===== src/rtl/harmonic_inverse.sv =====
// rtl/harmonic_inverse.sv - smallest n with sum_{k=1..n} floor(2^FRAC_BITS/k) >= target
// Optional build macro: HARMINV_PERF_EN adds a 12-bit busy-cycle counter output 'cycles'.
module harmonic_inverse #(
  parameter int FRAC_BITS = 16,
  parameter int INT_BITS  = 3,
  parameter int N_W       = 4,
  localparam int SUM_W    = INT_BITS + FRAC_BITS
) (
  input  logic             clk,
  input  logic             reset,
  input  logic             start,
  input  logic [SUM_W-1:0] target,
  output logic [N_W-1:0]   n,
  output logic [SUM_W-1:0] sum,
  output logic             busy,
  output logic             done,
`ifdef HARMINV_PERF_EN
  output logic [11:0]      cycles,
`endif
  output logic             overflow
);

  localparam int Q_W   = FRAC_BITS + 1;
  localparam int CNT_W = $clog2(FRAC_BITS + 2);
  localparam logic [N_W-1:0]   NMAX      = {N_W{1'b1}};
  localparam logic [CNT_W-1:0] LAST_STEP = CNT_W'(FRAC_BITS);

  localparam logic [1:0] S_IDLE = 2'd0;
  localparam logic [1:0] S_DIV  = 2'd1;
  localparam logic [1:0] S_ACC  = 2'd2;
  localparam logic [1:0] S_DONE = 2'd3;

  logic [1:0]       state;
  logic [N_W-1:0]   k;
  logic [N_W-1:0]   rem;
  logic [Q_W-1:0]   quo;
  logic [CNT_W-1:0] step;
  logic [SUM_W-1:0] acc;
  logic [SUM_W-1:0] tgt;

  // The dividend 2^FRAC_BITS has a single 1 in its MSB, so only the first
  // shifted-in bit is set; the remainder always stays below k.
  logic [N_W:0]     rem_shift;
  logic [N_W:0]     k_ext;
  logic             q_bit;
  logic [N_W-1:0]   rem_next;
  logic [SUM_W-1:0] acc_next;
  logic             hit;

  // Restoring-divider step and accumulator lookahead
  always_comb begin
    rem_shift = {rem, (step == '0)};
    k_ext     = {1'b0, k};
    q_bit     = (rem_shift >= k_ext);
    rem_next  = q_bit ? N_W'(rem_shift - k_ext) : N_W'(rem_shift);
    acc_next  = acc + SUM_W'(quo);
    hit       = (acc_next >= tgt);
  end

  // Status flags decode straight from the state register
  always_comb begin
    busy = (state == S_DIV) || (state == S_ACC);
    done = (state == S_DONE);
  end

  // Control FSM, divider datapath and result registers
  always_ff @(posedge clk) begin
    if (reset) begin
      state    <= S_IDLE;
      k        <= '0;
      rem      <= '0;
      quo      <= '0;
      step     <= '0;
      acc      <= '0;
      tgt      <= '0;
      n        <= '0;
      sum      <= '0;
      overflow <= 1'b0;
`ifdef HARMINV_PERF_EN
      cycles   <= '0;
`endif
    end else begin
      case (state)
        S_IDLE: begin
          if (start) begin
            tgt      <= target;
            k        <= N_W'(1);
            acc      <= '0;
            rem      <= '0;
            step     <= '0;
            overflow <= 1'b0;
            state    <= S_DIV;
`ifdef HARMINV_PERF_EN
            cycles   <= '0;
`endif
          end
        end
        S_DIV: begin
          rem  <= rem_next;
          quo  <= {quo[Q_W-2:0], q_bit};
          step <= step + 1'b1;
`ifdef HARMINV_PERF_EN
          cycles <= cycles + 12'd1;
`endif
          if (step == LAST_STEP) state <= S_ACC;
        end
        S_ACC: begin
          acc <= acc_next;
          if (hit) begin
            n     <= k;
            sum   <= acc_next;
            state <= S_DONE;
          end else if (k == NMAX) begin
            n        <= k;
            sum      <= acc_next;
            overflow <= 1'b1;
            state    <= S_DONE;
          end else begin
            k     <= k + 1'b1;
            rem   <= '0;
            step  <= '0;
            state <= S_DIV;
`ifdef HARMINV_PERF_EN
            cycles <= cycles + 12'd1;
`endif
          end
        end
        default: begin
          state <= S_IDLE;
        end
      endcase
    end
  end

endmodule


===== config.mk =====
export PLATFORM = sky130hd
export DESIGN_NAME = harmonic_inverse
export DESIGN_NICKNAME = d
export VERILOG_FILES = /design/src/rtl/harmonic_inverse.sv
export SDC_FILE = /design/constraint.sdc
export NUM_CORES = 1
export LEC_CHECK = 0
export CELL_PAD_IN_SITES_DETAIL_PLACEMENT = 1
export CELL_PAD_IN_SITES_GLOBAL_PLACEMENT = 2
export CORE_UTILIZATION = 32
export CTS_BUF_LIST = sky130_fd_sc_hd__clkbuf_8
export DETAILED_ROUTE_END_ITERATION = 16
export HOLD_SLACK_MARGIN = 0.05
export PLACE_DENSITY = 0.8
export SYNTH_ARGS = -nofsm -noshare
export SYNTH_HDL_FRONTEND = slang
export SYNTH_SLANG_ARGS = --single-unit

===== constraint.sdc =====
create_clock -name clk -period 4.1 [get_ports clk]
set_input_delay 0.82 -clock clk [delete_from_list [all_inputs] [get_ports clk]]
set_output_delay 0.82 -clock clk [all_outputs]
set_load 0.05 [all_outputs]

; Word level (Yosys, flattened, before mapping)
; Index checks and enable logic that the tools add are counted.
[word_totals]
out_inout_bits = 26
register_bits = 94
wordCells = 67
[op_classes]
n_addsub = 4
n_mux = 28
eq_ne = 10
n_reduce_logical = 13
magnitude_cmp = 2
[op_table]
columns = cell, n
row1 = $mux W19, 3
row2 = $pmux W19 S2, 1
row3 = $mux W4, 9
row4 = $add A19 B17 Y19, 1
row5 = $ge A19 B19 Y1, 1
row6 = $mux W5, 3
row7 = $pmux W5 S3, 1
row8 = $pmux W4 S3, 1
row9 = $reduce_and A4 Y1, 3
row10 = $mux W2, 4
row11 = $pmux W4 S2, 1
row12 = $reduce_and A2 Y1, 4
row13 = $ne A2 B2 Y1 const B, 3
row14 = $pmux W2 S3, 1
row15 = $add A5 B1 Y5 const B, 1
row16 = $eq A5 B5 Y1 const B, 1
row17 = $ge A5 B4 Y1, 1
row18 = $logic_not A5 Y1, 1
row19 = $add A4 B1 Y4 const B, 1
row20 = $eq A2 B2 Y1 const B, 2
row21 = $eq A4 B4 Y1 const B, 1
row22 = $ne A2 B1 Y1 const B, 2
row23 = $reduce_bool A2 Y1, 2
row24 = $sub A4 B4 Y4, 1
row25 = 6 further kinds, 8

; Logic depth before layout (Yosys ltp)
[depth]
ltp_word = 4
mapped_depth = 19
mapped_depth_nobuf = 17

; Least setup slack after synthesis
; OpenSTA, ideal clock, no wires.
[synth_path]
path_kind = flip-flop to flip-flop
start = reg quo[0]
end = reg k[3]
t_arrival_ns = 4.048
required_ns = 3.969
setup_ns = 0.131
path_slack_ns = -0.079
path_stages_with_launch = 20
cell_sequence = dfxtp_1 ha_1 inv_1 fa_1 nor2b_1 o2111a_1 nor4_4 nor4_1 o41a_1 xor2_1 ha_1 a21oi_1 o21ai_1 a2111oi_4 o2111ai_1 a21o_1 buf_2 buf_2 o31ai_1 o41ai_1
[synth_between]
elab_chain_cells = 4
[synth_lines]
columns = item, line_no
row1 = start: declaration, 36  ; logic [Q_W-1:0] quo;
row2 = start signal: assignment, 100  ; quo <= {quo[Q_W-2:0], q_bit};
row3 = $add A19 B17 Y19, 56  ; acc_next = acc + SUM_W'(quo);
row4 = named net acc_next[18], 47  ; logic [SUM_W-1:0] acc_next;
row5 = $ge A19 B19 Y1, 57  ; hit = (acc_next >= tgt);
row6 = $ne A2 B2 Y1 (no source line), --
row7 = $reduce_and A4 Y1 (no source line), --
row8 = end signal: assignment, 119  ; k <= k + 1'b1;
row9 = end: declaration, 34  ; logic [N_W-1:0] k;
; The timed path passes the listed nets, and every way through them passes these cells.
; A chain may end at the register's enable or synchronous reset.

; Final worst setup path
[layout_path]
start = reg acc[0]
end = reg sum[16]
[layout_between]
elab_chain_cells = 4
[layout_lines]
columns = item, line_no
row1 = start: declaration, 38  ; logic [SUM_W-1:0] acc;
row2 = start signal: assignment, 108  ; acc <= acc_next;
row3 = $add A19 B17 Y19 (*), 56
row4 = named net acc_next[18], 47
row5 = $ge A19 B19 Y1 (*), 57
row6 = $reduce_bool A2 Y1 (no source line), --
row7 = $reduce_and A2 Y1 (no source line), --
row8 = end signal: assignment, 111  ; sum <= acc_next;
row9 = end signal: assignment, 115  ; sum <= acc_next;
row10 = end: declaration, 14  ; output logic [SUM_W-1:0] sum,
; Mark *: on every way through the listed nets, which the timed path passes. The rest lies on a longest branch. The select of a mux whose other input is x is not followed.

==> out/results.md <==
### Global route
- **met3 Track Usage GR** 0.03116
- **Congestion Overflow GR** 0
- **met2 track utilization from global routing** 0.3580
- **global routing usage summed across all routing layers** 0.1954
- **number of antenna violations at the first check in global routing** 1
- **global-route wire length before repair** 25450 µm
- **pin count of the biggest net entering global routing** 88
- **via count of the first global-routing pass** 5078
- **global routing's busiest layer** met2
- **met1 Resource Use GR** 0.2271

### Synth
- **fraction of the yosys area taken by sequential cells** 0.3590
- **count of synthesis-stage warnings from yosys** 0
- **post-synthesis async set-or-reset flop share** 0
- **cell area after technology mapping** 0.005241 mm²
- **number of standard cells after synthesis** 637
- **average instance area after synthesis** 8.228 µm²
- **proportion of netlist area held by the largest area contributor** 0.3590
- **#FFs+latches synth** 94
- **top post-synthesis cells by area** sky130_fd_sc_hd__dfxtp_1 36%, sky130_fd_sc_hd__ha_1 11%, sky130_fd_sc_hd__a21oi_1 5.8%
- **area leader, netlist** sky130_fd_sc_hd__dfxtp_1
- **count of unique library cells instantiated by Yosys** 62
- **synthesized net count** 708
- **dominant register cell in the synthesized netlist** sky130_fd_sc_hd__dfxtp_1
- **Post-synth EDFFs** 0

### Routing
- **DRC violation count after routing** 0
- **Post-DRT Antenna Nets** 0
- **initial detailed-routing violation count** 136
- **routed wirelength normalized by instance count** 17.46 µm
- **number of iterations in the first detailed-routing pass** 4
- **sum of routed wire length over all layers** 16210 µm
- **via count of the routed design** 4875
- **number of vias per cell** 5.253

### Place
- **port bufs** 47
- **pre-CTS setup slack** -0.3058 ns
- **cell area after placement** 0.006127 mm²
- **HPWL after DPL** 11530 µm
- **dpl cells** 903
- **RePlAce Congestion** 0.7836

### Job
- **number of max-capacitance violations reported** 0

### Layout
- **Reg area** 0.001891 mm²
- **final non-filler cell area** 0.006663 mm²
- **Antenna diodes** 0
- **area overhead of the layout relative to synthesis** 27.12%
- **number of nets in the finished design** 778
- **post-route insts no fill** 928
- **fraction of final layout cells with drive strength greater than 1** 0.1601
- **fillcell total** 1909
- **area of the multi-input gates** 0.003342 mm²

### Die
- **core region area** 0.01594 mm²
- **row count** 46
- **top-level port count** 48
- **Chip Width** 130.0 µm
- **DIE HEIGHT** 130.0 µm
- **initial core utilization** 0.3288
- **full die area** 0.01689 mm²

### Setup path
- **Critical Path Start Type** register
- **class of the most critical setup path** reg -> reg
- **library cell contributing the largest single delay on the critical path** sky130_fd_sc_hd__o41a_1
- **delay contributed by the slowest stage of the critical path** 0.46 ns
- **Critical Path End Type** register
- **CP cell instances** ha_4, inv_2, fa_2, nor2b_2, o2111a_2, nor4_4, nor4_4, o41a_1, xor2_2, ha_4, a21oi_2, o21ai_2, a2111oi_4, o2111ai_4, a21oi_4, buf_6, nor3_1, a22o_1
- **launching instance or port of the critical path** acc[0]$_SDFFE_PP0P_
- **R2R depth** 18
- **Register-to-Register Setup Slack** -0.06 ns
- **largest driver fanout on the critical path** 8
- **WP depth** 18
- **Top Family by Delay on Critical Path** compound AO/OA/AOI/OAI gates
- **reg-to-reg startpoint** acc[0]$_SDFFE_PP0P_
- **worst path bufs/invs** 2
- **destination of the critical timing path** sum[16]$_SDFFE_PP0P_
- **Critical R2R Capture** sum[16]$_SDFFE_PP0P_
- **data arrival time of the worst path** 4.46 ns
- **Required @ worst endpoint** 4.40 ns

### CTS
- **clock tree from TritonCTS** yes
- **Longest Clk Path Bufs** 2
- **number of buffers created by CTS** 9
- **depth of the CTS H-tree** 3
- **Sink Count** 94
- **clock input transition at the sequential cells of the worst setup and hold paths** 0.11 ns
- **master cell of the clock root buffer** sky130_fd_sc_hd__clkbuf_8
- **worst skew pair latency** 0.39 ns
- **Hold Buf Count CTS** 0

### Outcome
- **outcome** complete, but fails checks
- **failing checks** negative setup slack

### STA
- **Period minus WS final** 4.163 ns
- **number of endpoints with negative hold slack in the final report** 0
- **Max Freq** 240.2 MHz
- **actual transition at the worst max-transition pin** 0.9888 ns
- **number of max-slew violations in the final report** 0
- **post-route worst setup slack** -0.06253 ns
- **Slew Limit Headroom** 0.3408
- **total setup violations reported at the end of the flow** 14
- **setup repair after global routing missed its margin** true
- **WHS** 0.4644 ns
- **period utilisation layout** 1.015
- **worst-case clock skew** 0.01925 ns

### Worst hold path
- **depth of the worst hold-timing path** 2
- **HP Class** reg -> reg

### Power
- **Static Leak** 2.587 nW
- **total power** 2.732 mW
- **power density cells** 410.1 mW/mm²
- **worst voltage drop across the vdd grid** 0.0002073 V

## layout make-up
type | count | area share
Inverter | 43 | 0.02423
Clock buffer | 10 | 0.02066
Multi-Input combinational cell | 467 | 0.5016
Clock inverter | 6 | 0.005822
Tap cell | 216 | 0.04056
Timing Repair Buffer | 92 | 0.1234
Sequential cell | 94 | 0.2838
## cell usage in the layout (no fill, tap or decap), types with 7 or more instances in the layout
cell type / count
sky130_fd_sc_hd__a21oi_1: 55
sky130_fd_sc_hd__buf_4: 39
sky130_fd_sc_hd__a21o_1: 11
sky130_fd_sc_hd__mux2i_1: 23
sky130_fd_sc_hd__nor2_1: 55
sky130_fd_sc_hd__clkbuf_8: 10
sky130_fd_sc_hd__xnor2_1: 7
sky130_fd_sc_hd__nand2_1: 77
sky130_fd_sc_hd__ha_4: 8
sky130_fd_sc_hd__o21ai_0: 23
sky130_fd_sc_hd__a22oi_1: 13
sky130_fd_sc_hd__dfxtp_2: 7
sky130_fd_sc_hd__inv_1: 42
sky130_fd_sc_hd__nand3_1: 27
sky130_fd_sc_hd__dfxtp_1: 87
sky130_fd_sc_hd__ha_1: 38
sky130_fd_sc_hd__nor3_1: 11
sky130_fd_sc_hd__clkdlybuf4s50_1: 46
## worst register-to-register path: cells and delay by family (launching register included)
| kind | cells | cell delay (ns) |
|---|---|---|
| AND/OR/NAND/NOR | 4 | 0.43 |
| XOR/XNOR | 1 | 0.25 |
| buffers and inverters | 2 | 0.24 |
| flip-flops | 1 | 0.35 |
| AO/OA/AOI/OAI | 8 | 2.19 |
| adder cells (fa/ha/maj) | 3 | 0.62 |
## cells in the mapped netlist, types with 6 or more instances
cell                        n
sky130_fd_sc_hd__dfxtp_1   94
sky130_fd_sc_hd__nand2_1   79
sky130_fd_sc_hd__a21oi_1   61
sky130_fd_sc_hd__nor2_1    56
sky130_fd_sc_hd__ha_1      47
sky130_fd_sc_hd__inv_1     42
sky130_fd_sc_hd__o21ai_0   31
sky130_fd_sc_hd__nand3_1   28
sky130_fd_sc_hd__mux2i_1   23
sky130_fd_sc_hd__clkbuf_1  21
sky130_fd_sc_hd__a22oi_1   13
sky130_fd_sc_hd__a21o_1    12
sky130_fd_sc_hd__nor3_1    12
sky130_fd_sc_hd__buf_1      9
sky130_fd_sc_hd__xnor2_1    7
sky130_fd_sc_hd__and2_1     6
## sequential cells by signal, summed over array words and instances (netlist names)
register  count
k             4
sum          19
tgt          19
rem           4
overflow      1
state         2
quo          17
acc          19
n             4
step          5
## power breakdown
| part | switching (mW) | internal (mW) | total [mW] |
|---|---|---|---|
| sequential | 0.0475 | 0.975 | 1.02 |
| combinational | 0.715 | 0.402 | 1.12 |
| clock | 0.357 | 0.235 | 0.592 |
| total | 1.12 | 1.61 | 2.73 |
## how the worst min path moves through the flow
stage	startpoint	endpoint	slack, ns
2_1_floorplan	tgt[10]$_SDFFE_PP0P_	tgt[10]$_SDFFE_PP0P_	0.44
3_3_place_gp	rem[3]$_SDFFE_PP0P_	rem[3]$_SDFFE_PP0P_	0.45
3_5_place_dp	tgt[13]$_SDFFE_PP0P_	tgt[13]$_SDFFE_PP0P_	0.45
4_1_cts	tgt[13]$_SDFFE_PP0P_	tgt[13]$_SDFFE_PP0P_	0.47
5_1_grt	tgt[7]$_SDFFE_PP0P_	tgt[7]$_SDFFE_PP0P_	0.49
6_report	tgt[8]$_SDFFE_PP0P_	tgt[8]$_SDFFE_PP0P_	0.46
## timing repair
item                       in CTS  in global routing
setup endpoints to repair      38                 38
gates cloned                    0                  1
pin swaps                      10                 28
gates resized for setup        12                 53
buffers inserted                3                  5
## routing by layer
layer  wire (µm)  up-vias
li1            -     2391
met1        7201     2408
met2        8321       55
met3         372       21
met4         310        0
met5           0        -
## stage by stage
step           TNS [ns]  utilization
2_1_floorplan         0            -
5_1_grt          -6.227       0.4179
3_5_place_dp     -8.753       0.3843
4_1_cts               0       0.4003
6_report        -0.2707       0.4179
3_3_place_gp     -2.896       0.3843
## cell families after synthesis
family          synth area share
xor+xnor                 0.02005
fa+ha+maj                 0.1198
simple gates              0.1843
buf+inv                  0.05514
mux                      0.04607
flops                     0.3590
compound gates            0.2156
(Power assumes the default switching activity.)
